<file path="src/rtl/uart_tx_arbiter.sv">
// uart_tx_arbiter: latches one-cycle byte requests from N_REQ sources and feeds
// them round-robin to a single uart_tx through a start/busy handshake.
module uart_tx_arbiter #(
  parameter int unsigned  N_REQ       = 4,
  parameter int unsigned  DATA_W      = 8,
  parameter int unsigned  ACK_TIMEOUT = 15,
  localparam int unsigned ID_W        = (N_REQ > 1) ? $clog2(N_REQ) : 1
) (
  input  logic                    clk,
  input  logic                    rst,
  input  logic [N_REQ-1:0]        req_pulse,
  input  logic [N_REQ*DATA_W-1:0] req_data,
  input  logic                    tx_busy,
  output logic                    tx_start,
  output logic [DATA_W-1:0]       tx_data,
  output logic [ID_W-1:0]         grant_id,
  output logic [N_REQ-1:0]        pending,
  output logic [N_REQ-1:0]        drop,
  output logic                    tx_err
);

  localparam int unsigned CNT_W = 8;

  typedef enum logic [1:0] {
    IDLE      = 2'd0,
    START     = 2'd1,
    WAIT_ACK  = 2'd2,
    WAIT_DONE = 2'd3
  } state_t;

  state_t            state_q, state_d;
  logic [CNT_W-1:0]  cnt_q, cnt_d;
  logic [ID_W-1:0]   ptr_q;
  logic [ID_W-1:0]   ptr_next;
  logic [DATA_W-1:0] latched_q [N_REQ];
  logic [ID_W-1:0]   win;
  logic              win_valid;
  int unsigned       scan_idx;
  logic              grant;
  logic [N_REQ-1:0]  grant_clr;
  logic              tx_start_d;
  logic              tx_err_d;

  // Round-robin winner: first pending index scanning ptr, ptr+1, ... mod N_REQ
  always_comb begin
    win       = '0;
    win_valid = 1'b0;
    scan_idx  = 0;
    for (int unsigned off = 0; off < N_REQ; off++) begin
      scan_idx = 32'(ptr_q) + off;
      if (scan_idx >= N_REQ) scan_idx = scan_idx - N_REQ;
      if (!win_valid && pending[ID_W'(scan_idx)]) begin
        win_valid = 1'b1;
        win       = ID_W'(scan_idx);
      end
    end
  end

  assign ptr_next  = (32'(win) == N_REQ - 1) ? '0 : win + ID_W'(1);
  assign grant_clr = grant ? (N_REQ'(1) << win) : '0;

  // Next-state and registered-output decode
  always_comb begin
    state_d    = state_q;
    cnt_d      = cnt_q;
    grant      = 1'b0;
    tx_start_d = 1'b0;
    tx_err_d   = 1'b0;
    case (state_q)
      IDLE: begin
        if (win_valid) begin
          grant   = 1'b1;
          state_d = START;
        end
      end
      START: begin
        tx_start_d = 1'b1;
        cnt_d      = '0;
        state_d    = WAIT_ACK;
      end
      WAIT_ACK: begin
        if (tx_busy) begin
          state_d = WAIT_DONE;
        end else if (({1'b0, cnt_q} + 9'd1) >= 9'(ACK_TIMEOUT)) begin
          // Transmitter never acknowledged: report and give the byte up
          tx_err_d = 1'b1;
          state_d  = IDLE;
        end else begin
          cnt_d = cnt_q + CNT_W'(1);
        end
      end
      WAIT_DONE: begin
        if (!tx_busy) state_d = IDLE;
      end
      default: state_d = IDLE;
    endcase
  end

  // FSM state, pointer and transmitter-side outputs
  always_ff @(posedge clk) begin
    if (rst) begin
      state_q  <= IDLE;
      cnt_q    <= '0;
      ptr_q    <= '0;
      tx_start <= 1'b0;
      tx_err   <= 1'b0;
      tx_data  <= '0;
      grant_id <= '0;
    end else begin
      state_q  <= state_d;
      cnt_q    <= cnt_d;
      tx_start <= tx_start_d;
      tx_err   <= tx_err_d;
      if (grant) begin
        grant_id <= win;
        tx_data  <= latched_q[win];
        ptr_q    <= ptr_next;
      end
    end
  end

  // Request capture; a pulse coinciding with its own grant is accepted
  always_ff @(posedge clk) begin
    if (rst) begin
      pending <= '0;
      drop    <= '0;
      for (int unsigned i = 0; i < N_REQ; i++) latched_q[i] <= '0;
    end else begin
      for (int unsigned i = 0; i < N_REQ; i++) begin
        drop[i] <= req_pulse[i] & pending[i] & ~grant_clr[i];
        if (req_pulse[i] && (!pending[i] || grant_clr[i])) begin
          pending[i]   <= 1'b1;
          latched_q[i] <= req_data[i*DATA_W +: DATA_W];
        end else if (grant_clr[i]) begin
          pending[i] <= 1'b0;
        end
      end
    end
  end

endmodule

</file>
<file path="config.mk">
export PLATFORM = sky130hd
export DESIGN_NAME = uart_tx_arbiter
export DESIGN_NICKNAME = d
export VERILOG_FILES = /design/src/rtl/uart_tx_arbiter.sv
export SDC_FILE = /design/constraint.sdc
export NUM_CORES = 1
export LEC_CHECK = 0
export BUFFER_PORTS_ARGS = -buffer_cell sky130_fd_sc_hd__clkbuf_2
export CAP_MARGIN = 20
export CORE_AREA = 10 10 94 80
export DETAILED_ROUTE_END_ITERATION = 12
export DIE_AREA = 0 0 104 90
export PLACE_DENSITY = 0.78
export SLEW_MARGIN = 20
export SYNTH_ARGS = -nofsm -noshare
export SYNTH_HDL_FRONTEND = slang
export SYNTH_SLANG_ARGS = --single-unit
</file>
<file path="constraint.sdc">
create_clock -name clk -period 2.47 [get_ports clk]
set_input_delay 0.3705 -clock clk [delete_from_list [all_inputs] [get_ports clk]]
set_output_delay 0.3705 -clock clk [all_outputs]
set_load 0.05 [all_outputs]
</file>
# ---- Yosys cells after proc, flatten, opt, wreduce, memory -nomap -nowiden
# Memories as Yosys holds them, arrays and structs flattened. A register that Yosys moved wholly into a read port is not among the register bits.
# Cells that the tools add are included.
dict set report classes {
  n_mux 60
  div_mod_pow 0
  bitwise 17
  reduce_logical 27
  addsub 10
  multipliers 0
  n_eq_ne 9
  order_cmp 9
  shifts 1
}
# operator n
set op_table {}
lappend op_table {{$mux W8} 6}
lappend op_table {{$mux W1} 34}
lappend op_table {{$mux W2} 13}
lappend op_table {{$pmux W8 S2} 1}
lappend op_table {{$lt A2 B3 Y1 const B} 4}
lappend op_table {{$reduce_bool A2 Y1} 5}
lappend op_table {{$add A8 B1 Y9 const B} 1}
lappend op_table {{$ge A3 B3 Y1 const B} 3}
lappend op_table {{$ge A9 B4 Y1 const B} 1}
lappend op_table {{$add A8 B1 Y8 const B} 1}
lappend op_table {{$and A1 B1 Y1} 8}
lappend op_table {{$bmux W1 S2} 4}
lappend op_table {{$ne A2 B2 Y1 const B} 4}
lappend op_table {{$pmux W2 S4} 1}
lappend op_table {{$sub A2 B1 Y2 const B} 4}
lappend op_table {{$logic_and A1 B1 Y1} 7}
lappend op_table {{$logic_not A1 Y1} 7}
lappend op_table {{$add A2 B2 Y3 const B} 2}
lappend op_table {{$eq A2 B2 Y1 const B} 3}
lappend op_table {{$reduce_and A3 Y1} 2}
lappend op_table {{$not A1 Y1} 5}
lappend op_table {{$logic_or A1 B1 Y1} 4}
lappend op_table {{$mux W4} 1}
lappend op_table {{$or A1 B1 Y1} 4}
lappend op_table {{other kinds (8)} 8}
dict set report word_totals {
  register_bits 24
  word_cells 145
  inputBits 39
  ram_bits 32
  memories 1
  rom_bits 0
  latchBits 0
  out_inout_bits 20
}
# name words word_bits rd rd_clocked_by_memory_dff write_ports line_no
set mem_list {}
lappend mem_list {latched_q 4 8 1 1 4 35} ;# logic [DATA_W-1:0] latched_q [N_REQ];

# ---- Logic depth before layout (Yosys ltp)
# Gate-level depths: netlist (run 1).
dict set report logic_depth {
  ltp_word 23
  ltp_mapped 10
  ltp_nobuf 9
}

# ---- Worst setup path before layout (run 1)
# OpenSTA, ideal clock, no wires.
dict set report synth_timing {
  path_kind {register -> register}
  from {register pending[0]}
  to {memory latched_q[3][0], enable pin}
  period_less_slack_ns 2.362
  setup_slack_ns 0.108
  arrival_ns 2.087
  path_stages_with_launch 9
  path_buffers 0
  path_cell_list {dfxtp_1 > a21oi_1 > o21a_1 > o22ai_1 > inv_2 > ha_1 > nand2_1 > nand2_1 > a21o_1}
}
# item line_no
set synth_lines {}
lappend synth_lines {{start: declaration} 17} ;# output logic [N_REQ-1:0] pending,
lappend synth_lines {{start signal: assignment} 125} ;# pending <= '0;
lappend synth_lines {{start signal: indexed assignment} 132} ;# pending[i] <= 1'b1;
lappend synth_lines {{start signal: indexed assignment} 135} ;# pending[i] <= 1'b0;
lappend synth_lines {{end: declaration} 35}

==> out/summary.txt, run 1 <==
outcome: finished clean
Slew Viols, Final: 0
Post-DP HPWL: 4850 um
crit-path cells: mux2_4 > a221oi_4 > ha_1 > nand2_1 > nand2_1 > a21o_1
ys flop type: edfxtp_1
IO Count: 59
TritonCTS clock tree: yes
CTS Hold Bufs: 0
Synth Area in XOR/XNOR: 0.00292
Seq/Total Area, Yosys: 0.533
max cap viols: 0
share of cells above drive strength 1: 0.289
DRC Markers: 0
Worst-path clk slew: 0.07 ns
Core ar.: 5690 sq um
Synth Area in Adders: 0.0250
Crit-path slowest cell: dfxtp_1
total iterations of the first detailed-routing run: 4
final worst slack: 0.177 ns
setup tns final: 0 ns
Clock Path Buffers: 2
area delta synth->final: 19.8%
most common cell after layout, fill and taps aside: clkbuf_2
Leakage: 1.50 nW
antenna violations before repair: 0
Cell variety after synth: 45
Post-Synth Simple-Gate Area: 0.235
clk sinks: 64
Worst slew margin: 0.624
Setup Skew: 0.00993 ns
largest fanout on the critical path: 8
mux share of post-synthesis cell area: 0.0958
largest net degree at the start of global routing: 26
worst slew pin tran: 0.564 ns
vias in the first global route: 2245
Post-Syn Nets: 317
via count: 2162
largest family of logic cells by synthesized area: simple AND/OR/NAND/NOR gates
CP Class: reg2reg
# setup viols final: 0
Synth Area in Compound Gates: 0.0775
die height: 90 um
Yosys reg bits: 64
final worst path period need: 2.29 ns
DR WL/cell: 15.5 um
Setup WS pre-CTS: 0.127 ns
gpl congestion: 0.824
post-synthesis cell count: 272
FILL cells: 461
endpoint type of the worst setup path: register
Critical Path Max Stage Delay: 0.45 ns
post-route ant nets: 0
fmax: 436 MHz
first-pass GRT wire length: 11000 um
final net count: 383
number of flops mapped to enable cells by yosys: 32
PortBufs: 58
routed vias/inst: 5.10
Die Area: 9360 sq um
diodes inserted: 0
multi-input logic area: 1320 sq um
Top cell by count, worst path: nand2_1
syn_area_per_cell: 11.0 sq um
Total Routing Usage GR: 0.145
pwr/cell area: 782 nW/um^2
CP Data Required Time: 2.46 ns
Clock Latency Late Sink: 0.33 ns
final hold violation count: 0
Hold/Removal Path Class: in2reg
CP arrival: 2.29 ns
Die Width: 104 um
Core Rows: 25
cts bufs inserted: 9
Async SR Flop Fraction: 0
FF/Latch Area: 1600 sq um
startpoint types: register
Peak VDD IR: 0.000412 V
period utilization: 0.928
most frequent cells in the layout: clkbuf_2, and2_1, dfxtp_1, edfxtp_1, nor2_1
Yosys Warn Count: 0
initial drt markers: 111
final WL: 6580 um
RSZ-0062 raised after global routing: no
Starting Density: 0.527
gr ovfl total: 0
H-tree depth: 3
Mapped Area: 3000 sq um
clk root buf: clkbuf_8
-- kinds of logic (layout without fill, tap and decap cells) --
family / Yosys count / in the layout
simple gates: 124 / 124
flops: 64 / 64
compound gates: 34 / 34
mux: 27 / 27
buf+inv: 16 / 87
fa+ha+maj: 6 / 6
xor+xnor: 1 / 1
-- Yosys cell counts, types with 2 or more instances --
cell       n  area [sq um]
a21o_1     4          30.0
a21oi_1   11          55.1
a311oi_1   2          17.5
and2_1    40           250
buf_6      2          22.5
clkbuf_1   5          18.8
dfxtp_1   32           641
edfxtp_1  32           961
ha_1       6          75.1
inv_1      5          18.8
mux2_1     2          22.5
mux2_2     8          90.1
mux2i_1   16           160
nand2_1   19          71.3
nand2b_1   7          43.8
nand3_1    2          10.0
nand3b_1  10          75.1
nand4_1    2          12.5
nor2_1    26          97.6
nor3_1     5          25.0
nor3_2     3          30.0
nor4_1     3          18.8
o21ai_0    2          10.0
o21ai_1    7          35.0
-- repair_timing --
action                     CTS  global route
buffers inserted             0             0
resized for setup            0             2
setup endpoints to repair    0            16
-- report_power, final --
part / internal (mW) / switching [mW] / total (mW)
clock network: 0.592 / 0.374 / 0.966
registers: 1.22 / 0.0502 / 1.27
logic: 0.211 / 0.370 / 0.582
-- state kept, by name (all words and copies together) (netlist names) --
name,cells
tx_data,8
cnt_q,8
drop,4
tx_start,1
latched_q,32
grant_id,2
tx_err,1
ptr_q,2
pending,4
state_q,2
-- stage by stage --
step | instances | cell area, sq um | hold slack [ns] | total power, mW | utilization
2_1_floorplan | 272 | 3000 | 0.457 | 1.71 | -
6_report | 424 | 3600 | 0.291 | 2.81 | 0.632
5_1_grt | 424 | 3600 | 0.274 | 2.95 | 0.632
3_3_place_gp | 408 | 3380 | 0.447 | 1.85 | 0.593
3_5_place_dp | 408 | 3380 | 0.447 | 1.87 | 0.593
4_1_cts | 424 | 3590 | 0.263 | 2.84 | 0.631
-- per-layer routing --
| layer | wire length [um] | vias to the layer above | global-route usage |
|---|---|---|---|
| li1 | - | 1088 | - |
| met1 | 3010 | 1005 | 0.178 |
| met5 | 0 | - | 0 |
| met4 | 38 | 0 | 0.0475 |
| met3 | 409 | 4 | 0.0599 |
| met2 | 3120 | 65 | 0.226 |
-- final timing paths --
check	from	end	slack (ns)	depth (start not counted)
setup / recovery	ptr_q[1]$_SDFFE_PP0P_	latched_q[3][6]$_SDFFCE_PN0P_	0.18	6
hold / removal	req_pulse[2]	pending[2]$_SDFFE_PP0P_	0.29	3
setup reg to reg	ptr_q[1]$_SDFFE_PP0P_	latched_q[3][6]$_SDFFCE_PN0P_	0.18	6
hold reg to reg	grant_id[0]$_SDFFE_PP0P_	grant_id[0]$_SDFFE_PP0P_	0.45	2
-- layout make-up --
type | instances | area share
timing repair buffer | 65 | 0.0953
clock inverter | 4 | 0.0191
inverter | 6 | 0.00626
clock buffer | 12 | 0.0403
multi-input combinational | 192 | 0.366
sequential | 64 | 0.445
tap | 81 | 0.0282
-- worst max-delay path: cells and delay by family, from the launching register on --
kind	cells	cell delay, ns
muxes	1	0.34
adders and majority gates	1	0.24
DFF	1	0.45
and+or+nand+nor	2	0.18
AOI/OAI and AO/OA	2	0.74
(Power assumes the default switching activity.)
==> run 2, diff against run 1 <==
- CELL_PAD_IN_SITES_DETAIL_PLACEMENT: not set -> 2
- CELL_PAD_IN_SITES_GLOBAL_PLACEMENT: not set -> 2
- CORE_AREA: 10 10 94 80 -> 10 10 115 96
- DIE_AREA: 0 0 104 90 -> 0 0 125 106
- PLACE_DENSITY: 0.78 -> not set
- PLACE_DENSITY_LB_ADDON: not set -> 0.1
==> out/summary.txt, run 2 (synthesized netlist as in run 1, its figures left out) <==
Setup WS pre-CTS: 0.0955 ns (-0.0314 ns)
IO Count: 59 (unchanged)
fmax: 424 MHz (-2.9%)
Clock Latency Late Sink: 0.35 ns (+0.02 ns)
Slew Viols, Final: 0 (unchanged)
Setup Buffers After CTS: 0 (unchanged)
endpoint type of the worst setup path: register
DRC Markers: 0 (unchanged)
gpl congestion: 0.755 (-8.4%)
final worst path period need: 2.36 ns (+0.0676 ns)
share of cells above drive strength 1: 0.302 (+0.0131)
CP arrival: 2.63 ns (+0.34 ns)
final worst slack: 0.109 ns (-0.0676 ns)
most frequent cells in the layout: clkbuf_2, and2_1, dfxtp_1, edfxtp_1, nor2_1
CP Class: reg2reg
H-tree depth: 3 (unchanged)
max FFs per register: 32 (unchanged)
Setup Skew: 0.00975 ns (-0.000186 ns)
die height: 106 um (+18%)
multi-input logic area: 1320 sq um (+0.19%)
Top reg by flops: latched_q
Crit-path slowest cell: dfxtp_1
FF/Latch Area: 1600 sq um (unchanged)
post-route ant nets: 0 (unchanged)
largest fanout on the critical path: 8 (unchanged)
TritonCTS clock tree: yes
Worst slew margin: 0.685 (+0.0611)
DR WL/cell: 18.3 um (+18%)
Peak VDD IR: 0.000283 V (-31%)
initial drt markers: 116 (+4.5%)
final net count: 388 (+1.3%)
worst slew pin tran: 0.472 ns (-0.0917 ns)
cts bufs inserted: 9 (unchanged)
Post-DP HPWL: 6510 um (+34%)
largest net degree at the start of global routing: 25 (-3.8%)
CP Data Required Time: 2.74 ns (+0.28 ns)
crit-path cells: inv_1 > ha_1 > o21bai_1 > a211oi_1 > nor3_2 > nor4_4 > buf_4 > mux2_1 > nor2_1
first-pass GRT wire length: 14200 um (+29%)
area delta synth->final: 21.7%
Total Routing Usage GR: 0.134 (-0.0111)
Worst-path clk slew: 0.08 ns (about the same)
startpoint types: register
clk sinks: 64 (unchanged)
clk root buf: clkbuf_8
outcome: finished clean
Core ar.: 8840 sq um (+55%)
Die Width: 125 um (+20%)
diodes inserted: 0 (unchanged)
vias in the first global route: 2530 (+13%)
R2R cell count: 9 (+3)
period utilization: 0.956 (+0.0274)
final hold violation count: 0 (unchanged)
FILL cells: 936 (+100%)
Critical Path Max Stage Delay: 0.45 ns (about the same)
total iterations of the first detailed-routing run: 5 (+1)
Tot Pwr: 2.79 mW (-0.99%)
antenna violations before repair: 0 (unchanged)
PortBufs: 58 (unchanged)
# setup viols final: 0 (unchanged)
Hold/Removal Path Class: in2reg
via count: 2229 (+3.1%)
pwr/cell area: 762 nW/um^2 (-2.5%)
routed vias/inst: 4.81 (-5.6%)
Leakage: 1.51 nW (+0.76%)
Clock Path Buffers: 2 (unchanged)
Die Area: 13300 sq um (+42%)
gr ovfl total: 0 (unchanged)
Largest regs: latched_q: 32 flops, cnt_q: 8 flops, tx_data: 8 flops
Starting Density: 0.340 (-0.188)
Core Rows: 31 (+24%)
max cap viols: 0 (unchanged)
hold depth: 2 (-1)
final WL: 8500 um (+29%)
most common cell after layout, fill and taps aside: clkbuf_2
[run 2: path summary, 6_finish.rpt]
path	startpoint	endpoint	slack (ns)
setup / recovery	cnt_q[0]$_SDFFE_PP0P_	cnt_q[1]$_SDFFE_PP0P_	0.11
hold / removal	req_data[11]	latched_q[1][3]$_SDFFCE_PN0P_	0.30
setup reg to reg	cnt_q[0]$_SDFFE_PP0P_	cnt_q[1]$_SDFFE_PP0P_	0.11
hold reg to reg	grant_id[0]$_SDFFE_PP0P_	grant_id[0]$_SDFFE_PP0P_	0.48
[run 2: area by class of cell]
class                      count  area share
multi-input combinational    192       0.361
sequential                    64       0.438
inverter                       6     0.00616
clock inverter                 6      0.0164
timing repair buffer          70       0.104
tap                          115      0.0394
clock buffer                  10      0.0349
[run 2: report_power, final]
part | internal (mW) | switching (mW) | leakage [nW]
logic | 0.227 | 0.401 | 0.807
registers | 1.21 | 0.0534 | 0.608
clock network | 0.461 | 0.427 | 0.0937
[run 2: worst max-delay path, delay by kind of cell, from the launching register on]
| kind | cells | cell delay, ns |
|---|---|---|
| adders and majority gates | 1 | 0.31 |
| AOI/OAI and AO/OA | 2 | 0.39 |
| buffers and inverters | 2 | 0.27 |
| and+or+nand+nor | 3 | 0.53 |
| muxes | 1 | 0.35 |
| DFF | 1 | 0.45 |
[run 2: layer usage]
layer  track usage  wire length, um  vias to the layer above
li1              -                -                     1096
met1         0.179             4240                     1078
met3        0.0427              371                       10
met5             0                0                        -
met4        0.0517              127                        0
met2         0.197             3760                       45
[run 2: repair_timing]
item                                    4_1_cts  5_1_grt
endpoints found under the setup margin        0       12
hold buffers                                  0        0
gates resized for setup                       0        2
[run 2: stage by stage]
stage | TNS (ns) | cell area [sq um] | hold slack [ns] | util | std cells
floorplan | 0 | 3000 | 0.457 | - | 272
global placement | 0 | 3460 | 0.446 | 0.391 | 447
detailed placement | 0 | 3460 | 0.467 | 0.391 | 447
CTS | 0 | 3650 | 0.278 | 0.412 | 463
global route | -0.0104 | 3650 | 0.279 | 0.413 | 463
finish | 0 | 3650 | 0.296 | 0.413 | 463
